[src/rtl/display_pkg.sv]
// Shared constants for the display source scheduler: FSM encodings and the
// driver's signed 8-bit range.
package display_pkg;

   localparam logic [1:0] ST_MANUAL = 2'd0;
   localparam logic [1:0] ST_AUTO   = 2'd1;
   localparam logic [1:0] ST_HOLD   = 2'd2;

   localparam int          SAT_MAX = 127;
   localparam int          SAT_MIN = -128;
   localparam int unsigned DISP_W  = 13;

endpackage

[src/rtl/signed_saturator.sv]
// Clips a signed DW-bit word to the signed 8-bit display range and flags clipping.
module signed_saturator
   import display_pkg::*;
#(
   parameter int unsigned DW = 32
) (
   input  logic [DW-1:0] value,
   output logic [7:0]    value_c,
   output logic          clipped_c
);

   localparam logic signed [DW-1:0] MAX_V = DW'(SAT_MAX);
   localparam logic signed [DW-1:0] MIN_V = DW'(SAT_MIN);

   always_comb begin
      value_c   = value[7:0];
      clipped_c = 1'b0;
      if ($signed(value) > MAX_V) begin
         value_c   = 8'h7F;
         clipped_c = 1'b1;
      end else if ($signed(value) < MIN_V) begin
         value_c   = 8'h80;
         clipped_c = 1'b1;
      end
   end

endmodule

[src/rtl/display_source_scheduler.sv]
// Picks one datapath word for the 7-segment driver: manual select, timed
// auto-rotation, or a frozen hold with single-step.
module display_source_scheduler
   import display_pkg::*;
#(
   parameter int unsigned NUM_SRC      = 4,
   parameter int unsigned DW           = 32,
   parameter int unsigned DWELL_CYCLES = 100_000_000
) (
   input  logic                  clk,
   input  logic                  rst,
   input  logic [NUM_SRC*DW-1:0] src_data,
   input  logic                  mode_auto,
   input  logic [1:0]            sel,
   input  logic                  hold_btn,
   input  logic                  step_btn,
   output logic [DISP_W-1:0]     num,
   output logic [1:0]            src_idx,
   output logic                  sat_flag,
   output logic                  held
);

   localparam int unsigned     CW         = $clog2(DWELL_CYCLES);
   localparam logic [1:0]      LAST_IDX   = 2'(NUM_SRC - 1);
   localparam logic [CW-1:0]   DWELL_LAST = CW'(DWELL_CYCLES - 1);

   logic [1:0]    state, state_n;
   logic [1:0]    idx_n;
   logic [CW-1:0] cnt, cnt_n;
   logic          step_pend, step_pend_n;
   logic          hold_q, step_q;
   logic          hold_edge, step_edge;
   logic          sample;
   logic [1:0]    sel_c;
   logic [DW-1:0] src_word;
   logic [7:0]    value_c;
   logic          clipped_c;

   function automatic logic [1:0] next_idx(input logic [1:0] i);
      return (i == LAST_IDX) ? 2'd0 : i + 2'd1;
   endfunction

   assign hold_edge = hold_btn & ~hold_q;
   assign step_edge = step_btn & ~step_q;
   assign sel_c     = (32'(sel) >= NUM_SRC) ? LAST_IDX : sel;
   assign src_word  = src_data[int'(src_idx)*DW +: DW];
   // HOLD freezes the output except for the single re-sample after a step
   assign sample    = (state != ST_HOLD) || step_pend;

   signed_saturator #(.DW(DW)) u_sat (
      .value     (src_word),
      .value_c   (value_c),
      .clipped_c (clipped_c)
   );

   // Next-state logic; hold edges take priority over steps and dwell expiry
   always_comb begin
      state_n     = state;
      idx_n       = src_idx;
      cnt_n       = cnt;
      step_pend_n = 1'b0;
      case (state)
         ST_MANUAL: begin
            cnt_n = '0;
            if (hold_edge)      state_n = ST_HOLD;
            else if (mode_auto) state_n = ST_AUTO;
            else                idx_n   = sel_c;
         end
         ST_AUTO: begin
            if (hold_edge) begin
               state_n = ST_HOLD;
            end else if (!mode_auto) begin
               state_n = ST_MANUAL;
               cnt_n   = '0;
            end else if (cnt == DWELL_LAST) begin
               cnt_n = '0;
               idx_n = next_idx(src_idx);
            end else begin
               cnt_n = cnt + CW'(1);
            end
         end
         ST_HOLD: begin
            if (hold_edge) begin
               state_n = mode_auto ? ST_AUTO : ST_MANUAL;
               cnt_n   = '0;
            end else if (step_edge) begin
               idx_n       = next_idx(src_idx);
               step_pend_n = 1'b1;
            end
         end
         default: begin
            state_n = ST_MANUAL;
            cnt_n   = '0;
         end
      endcase
   end

   always_ff @(posedge clk) begin
      if (rst) begin
         state     <= ST_MANUAL;
         src_idx   <= 2'd0;
         cnt       <= '0;
         step_pend <= 1'b0;
         hold_q    <= 1'b1;
         step_q    <= 1'b1;
         num       <= '0;
         sat_flag  <= 1'b0;
         held      <= 1'b0;
      end else begin
         state     <= state_n;
         src_idx   <= idx_n;
         cnt       <= cnt_n;
         step_pend <= step_pend_n;
         hold_q    <= hold_btn;
         step_q    <= step_btn;
         held      <= (state_n == ST_HOLD);
         if (sample) begin
            num      <= {{(DISP_W - 8){value_c[7]}}, value_c};
            sat_flag <= clipped_c;
         end
      end
   end

endmodule

[config.mk]
export PLATFORM = sky130hd
export DESIGN_NAME = display_source_scheduler
export DESIGN_NICKNAME = d
export VERILOG_FILES = /design/src/rtl/display_pkg.sv /design/src/rtl/signed_saturator.sv /design/src/rtl/display_source_scheduler.sv
export SDC_FILE = /design/constraint.sdc
export NUM_CORES = 1
export LEC_CHECK = 0
export CAP_MARGIN = 25
export CORE_AREA = 10 10 86 118
export CTS_BUF_LIST = sky130_fd_sc_hd__clkbuf_8
export CTS_CLUSTER_SIZE = 24
export DETAILED_ROUTE_END_ITERATION = 10
export DIE_AREA = 0 0 96 128
export PLACE_DENSITY_LB_ADDON = 0.12
export SLEW_MARGIN = 20
export SYNTH_ARGS = -nofsm -noshare
export SYNTH_HDL_FRONTEND = slang
export SYNTH_SLANG_ARGS = --single-unit
[constraint.sdc]
create_clock -name clk -period 2.8 [get_ports clk]
set_input_delay 0.56 -clock clk [delete_from_list [all_inputs] [get_ports clk]]
set_output_delay 0.56 -clock clk [all_outputs]
set_load 0.05 [all_outputs]
# == Word-level counts from Yosys, hierarchy flattened ==
# Index checks and enable logic that the tools add are counted.
# totals
regBits,44
in_bits,135
output_inout_bits,17
word_cells,65
# classes
addsub,2
magnitude_cmp,2
n_eq_ne,14
shift,1
n_mux,26
n_bitwise,5
reduce_logical,6
# op_table
cell,n
indexed part select 128 x 8 -> 32 bit,1
2-to-1 mux 27 bit,4
one-hot mux 27 bit (2 select lines),1
"> comparator 32 x 8 -> 1 bit, second input constant",1
"< comparator 32 x 8 -> 1 bit, second input constant",1
"adder 27 x 1 -> 27 bit, second input constant",1
"equality test 27 bit, second input constant",1
2-to-1 mux 2 bit,13
"inequality test 2 bit, second input constant",9
2-to-1 mux 8 bit,2
one-hot mux 2 bit (3 select lines),2
AND reduction 8 bit,1
"equality test 2 bit, second input constant",3
2-to-1 mux 1 bit,4
NOT 1 bit,3
nonzero test 3 bit,1
OR reduction 3 bit,1
"adder 2 x 1 -> 2 bit, second input constant",1
bitwise AND 1 bit,2
"equality test 2 x 1 -> 1 bit, second input constant",1
zero test 2 bit,1
AND reduction 2 bit,1
logical OR 1 bit,1

# == Depth between registers and ports, before layout ==
# logic_depth
ltp_word,6
depth_mapped,8
mapped_depth_nobuf,7

# == Modules after synthesis ==
# From an unflattened synthesis, not the netlist that was laid out.
# hier_totals
hier_cells,325
area_unflattened_um2,3190.6
# by_module_without_submodules
module,n_inst,cells_each,area_each_um2,seq_area_each_um2
display_source_scheduler,1,291,2964.1,880.8
signed_saturator,1,34,226.5,0.0

# == Worst setup path after synthesis ==
# No wires, ideal clock.
# synth_timing
path_type,flip-flop to flip-flop
start,register src_idx[1]
end,register num[0]
setup_ns,0.061
arrival_ns,2.557
t_required_ns,2.739
path_slack_ns,0.183
stages_incl_launch_ff,8
n_path_buf,2
synth_period_minus_slack_ns,2.617
cell_sequence,dfxtp_1 buf_2 buf_2 mux4_2 nand4_1 or4_4 o41ai_4 o221a_1
# synth_via
elab_chain_len,4
word_cells_on_any_way,5
cone_classes,order compare: 2; shift: 1; mux: 2
# synth_lines
item,line,source
start: declaration,display_source_scheduler.sv:18,"output logic [1:0] src_idx,"
start signal: assignment,display_source_scheduler.sv:111,src_idx <= idx_n;
indexed part select 128 x 8 -> 32 bit (*),display_source_scheduler.sv:46,assign src_word = src_data[int'(src_idx)*DW +: DW];
< comparator 32 x 8 -> 1 bit,signed_saturator.sv:21,end else if ($signed(value) < MIN_V) begin
2-to-1 mux 8 bit,signed_saturator.sv:21,
2-to-1 mux 8 bit (*),signed_saturator.sv:18,if ($signed(value) > MAX_V) begin
end signal: assignment,display_source_scheduler.sv:118,"num <= {{(DISP_W - 8){value_c[7]}}, value_c};"
end: declaration,display_source_scheduler.sv:17,"output logic [DISP_W-1:0] num,"
# Every way passes the cells marked *; elsewhere a longest branch is shown, timed or not.
# A chain may end at the register's enable or synchronous reset.

# == Worst setup path in the final report ==
# layout_timing
start,register src_idx[0]
end,register num[5]
# Same word-level chain as after synthesis.

==> flow_summary_export.csv <==
group,metric,value,unit
outcome,status,"finished clean",
global_route,grtUsageMet1,14.62,%
global_route,grt_pass1_wl,15.77,mm
critical_path,worst-setup-path-type,"flip-flop to flip-flop",
floorplan,fp.dieH,128,um
critical_path,required,2.99,ns
global_route,grt_max_degree,36,
floorplan,die_w,96,um
power,total_power,1944,uW
clock_tree,post-cts-setup-buffer-count,0,
logic_synthesis,syn_avg_cell_area,10.51,sq um
global_route,grt_use_met3,7.679,%
drt,routed_wl,10.04,mm
sta,worst_slack,0.2385,ns
clock_tree,cts-root-buf,"clkbuf_8",
sta,hold_violations,0,
logic_synthesis,netlist_area,3090,sq um
power,p_leak,0.001668,uW
final_layout,stdcell_area,4813,sq um
sta,period_needed,2.562,ns
critical_path,reg2reg_to,"num[5]",
sta,slew_headroom,64.09,%
drt,ant_nets,0,
critical_path,cpMaxStageDelayCell,"mux4_1",
sta,max_freq,390.4,MHz
drt,drt-pass1-iter-count,4,
hold_path,min_from,"cnt[26]",
drt,vias,2941,
clock_tree,cts_tree,"yes",
sta,setup_viol,0,
floorplan,ios,152,
logic_synthesis,yosysMostFrequentCell,"dfxtp_1",
floorplan,initial_core_util,38.62,%
critical_path,timing.rr.start,"src_idx[0]",
logic_synthesis,synth.area.top_cells,"dfxtp_1 29%, mux4_2 13%, mux4_1 12%",
logic_synthesis,synth-seq-area-share,28.50,%
global_route,grt_antenna_before_repair,0,
place,gp_congestion,0.8066,
drt,drc_errors,0,
hold_path,hold_class,"flip-flop to flip-flop",
final_layout,fin_nets,583,
place,post-place-cells,536,
logic_synthesis,yosysWarnings,0,
logic_synthesis,ys.flop_type,"dfxtp_1",
global_route,use_met2,30.96,%
logic_synthesis,yosys.cell_types.count,52,
clock_tree,hold_buffers,0,
clock_tree,cts.sinks,44,
drt,routed_via_density,5.406,
critical_path,cp_max_fo,22,
critical_path,worstPathCellList,"buf_12 -> mux4_1 -> nor4_1 -> nand4_1 -> o21a_1 -> o221a_1",
logic_synthesis,netlist.area_leader.share,28.50,%
clock_tree,cts_resized,0,
hold_path,holdPathStages,2,
drt,wire_per_inst,18.46,um
clock_tree,htree_levels,2,
sta,rsz0062_at_grt,"no",
logic_synthesis,synth_nets,436,
critical_path,r2r_cells,6,
floorplan,num_rows,39,
final_layout,area_growth,55.75,%
final_layout,num_antenna_cells,0,
critical_path,slowest_delay,0.60,ns
power,power_density,403.8,nW/um^2
logic_synthesis,synth_common_cells,"44 x dfxtp_1, 28 x nor2_1, 18 x mux4_2",
critical_path,cp-end-kind,"flip-flop",
drt,drtIter0Drc,85,
sta,fin_crit_sh,91.48,%
sta,slew_viol_final,0,
sta,fin_hold_ws,0.4914,ns
floorplan,dieArea,12290,sq um
clock_tree,clock_latency,0.30,ns
clock_tree,clk_path_buf_depth,2,
floorplan,coreArea,8003,sq um
critical_path,rrSetupSlack,0.24,ns
logic_synthesis,synth-seq-cells,44,
global_route,grtUsageTotal,16.27,%
final_layout,drive_gt1_share,10.18,%
place,dp_slack,-0.07933,ns
logic_synthesis,async_flop_share,0,%
logic_synthesis,yosys.area.top_type,"dfxtp_1",
place,hpwl,8.740,mm
hold_path,min_to,"cnt[26]",
logic_synthesis,synthCells,294,
clock_tree,clkTransAtPathRegs,0.09,ns
global_route,grt_pass1_vias,3150,
sta,tightestPinTransition,0.5370,ns
power,vdd_drop_max,265.0,uV
run,cap_violations,0,
critical_path,crit_path_start_kind,"flip-flop",
place,portBuffers,151,
logic_synthesis,synth-edff-count,0,
sta,fin_worst_skew,0.009821,ns
place,placed_cell_area,4706,sq um
global_route,grt_remaining_overflow,0,
critical_path,worstPathArrival,2.75,ns
final_layout,final_cells,544,
clock_tree,cts_buffers,5,
global_route,busiest_layer,"met2",
==> worst max-delay path by stage <==
| stage | slack [ns] | cells past startpoint | end | start |
|---|---|---|---|---|
| global placement | 0.01 | 6 | num[0] | src_data[49] |
| floorplan | 0.18 | 7 | num[0] | src_idx[1] |
| global route | 0.11 | 6 | num[6] | src_idx[0] |
| CTS | 0.21 | 6 | num[5] | src_data[28] |
| finish | 0.24 | 6 | num[5] | src_idx[0] |
| detailed placement | -0.08 | 6 | num[5] | src_data[28] |
==> area by class of cell <==
class / instances / area, sq um
Fill cell: 690 / 3189
Multi-Input combinational cell: 220 / 2041
Timing Repair Buffer: 161 / 1622
Sequential cell: 44 / 882.1
Tap cell: 102 / 127.6
Clock buffer: 5 / 68.82
Clock inverter: 3 / 38.79
Inverter: 9 / 33.78
==> cells in the final DEF, fill, tap and decap left out, types with 7 or more instances in the layout <==
| cell type | n |
|---|---|
| xnor2_1 | 9 |
| clkdlybuf4s50_1 | 150 |
| nor2_1 | 28 |
| xor2_1 | 9 |
| nand3_1 | 10 |
| a21oi_1 | 11 |
| inv_1 | 10 |
| mux4_1 | 14 |
| buf_4 | 8 |
| nand2_1 | 12 |
| ha_1 | 7 |
| dfxtp_1 | 43 |
| o221a_1 | 7 |
| nand4_1 | 15 |
| mux4_2 | 18 |
| nor4_1 | 9 |
==> critical path, delay by kind of cell (launching register included) <==
family          cells  cell delay, ns
compound gates      2            0.58
buf+inv             1            0.23
simple gates        2            0.56
mux                 1            0.60
flops               1            0.48
==> routing by layer <==
metal	up-vias	wire, um
li1	1447	-
met1	1375	3233
met2	109	5652
met3	10	1036
met4	0	121
met5	-	0
==> cells by family after synthesis <==
family	after synthesis	share of synthesized area, %
simple gates	114	20.32
compound gates	46	11.70
mux	35	26.07
flops	44	28.50
fa+ha+maj	7	2.834
xor+xnor	18	5.101
buf+inv	30	5.466
==> where the power goes <==
part	internal [uW]	switching, uW	leakage [uW]
combinational	442	341	0.00125
sequential	656	30.5	0.000358
clock	261	213	0.0000593
==> through the flow <==
step	setup TNS [ns]	util, %
after detailed placement	-0.4517	58.80
after global placement	0	58.80
after CTS	0	60.15
after floorplan	0	-
after global routing	0	60.15
final	0	60.15
==> sequential cells by signal, indices dropped and copies added (netlist names) <==
| name | flops |
|---|---|
| step_pend | 1 |
| step_q | 1 |
| num | 8 |
| cnt | 27 |
| held | 1 |
| hold_q | 1 |
| src_idx | 2 |
| sat_flag | 1 |
| state | 2 |
No activity file was read; power rests on OpenSTA's default activity.
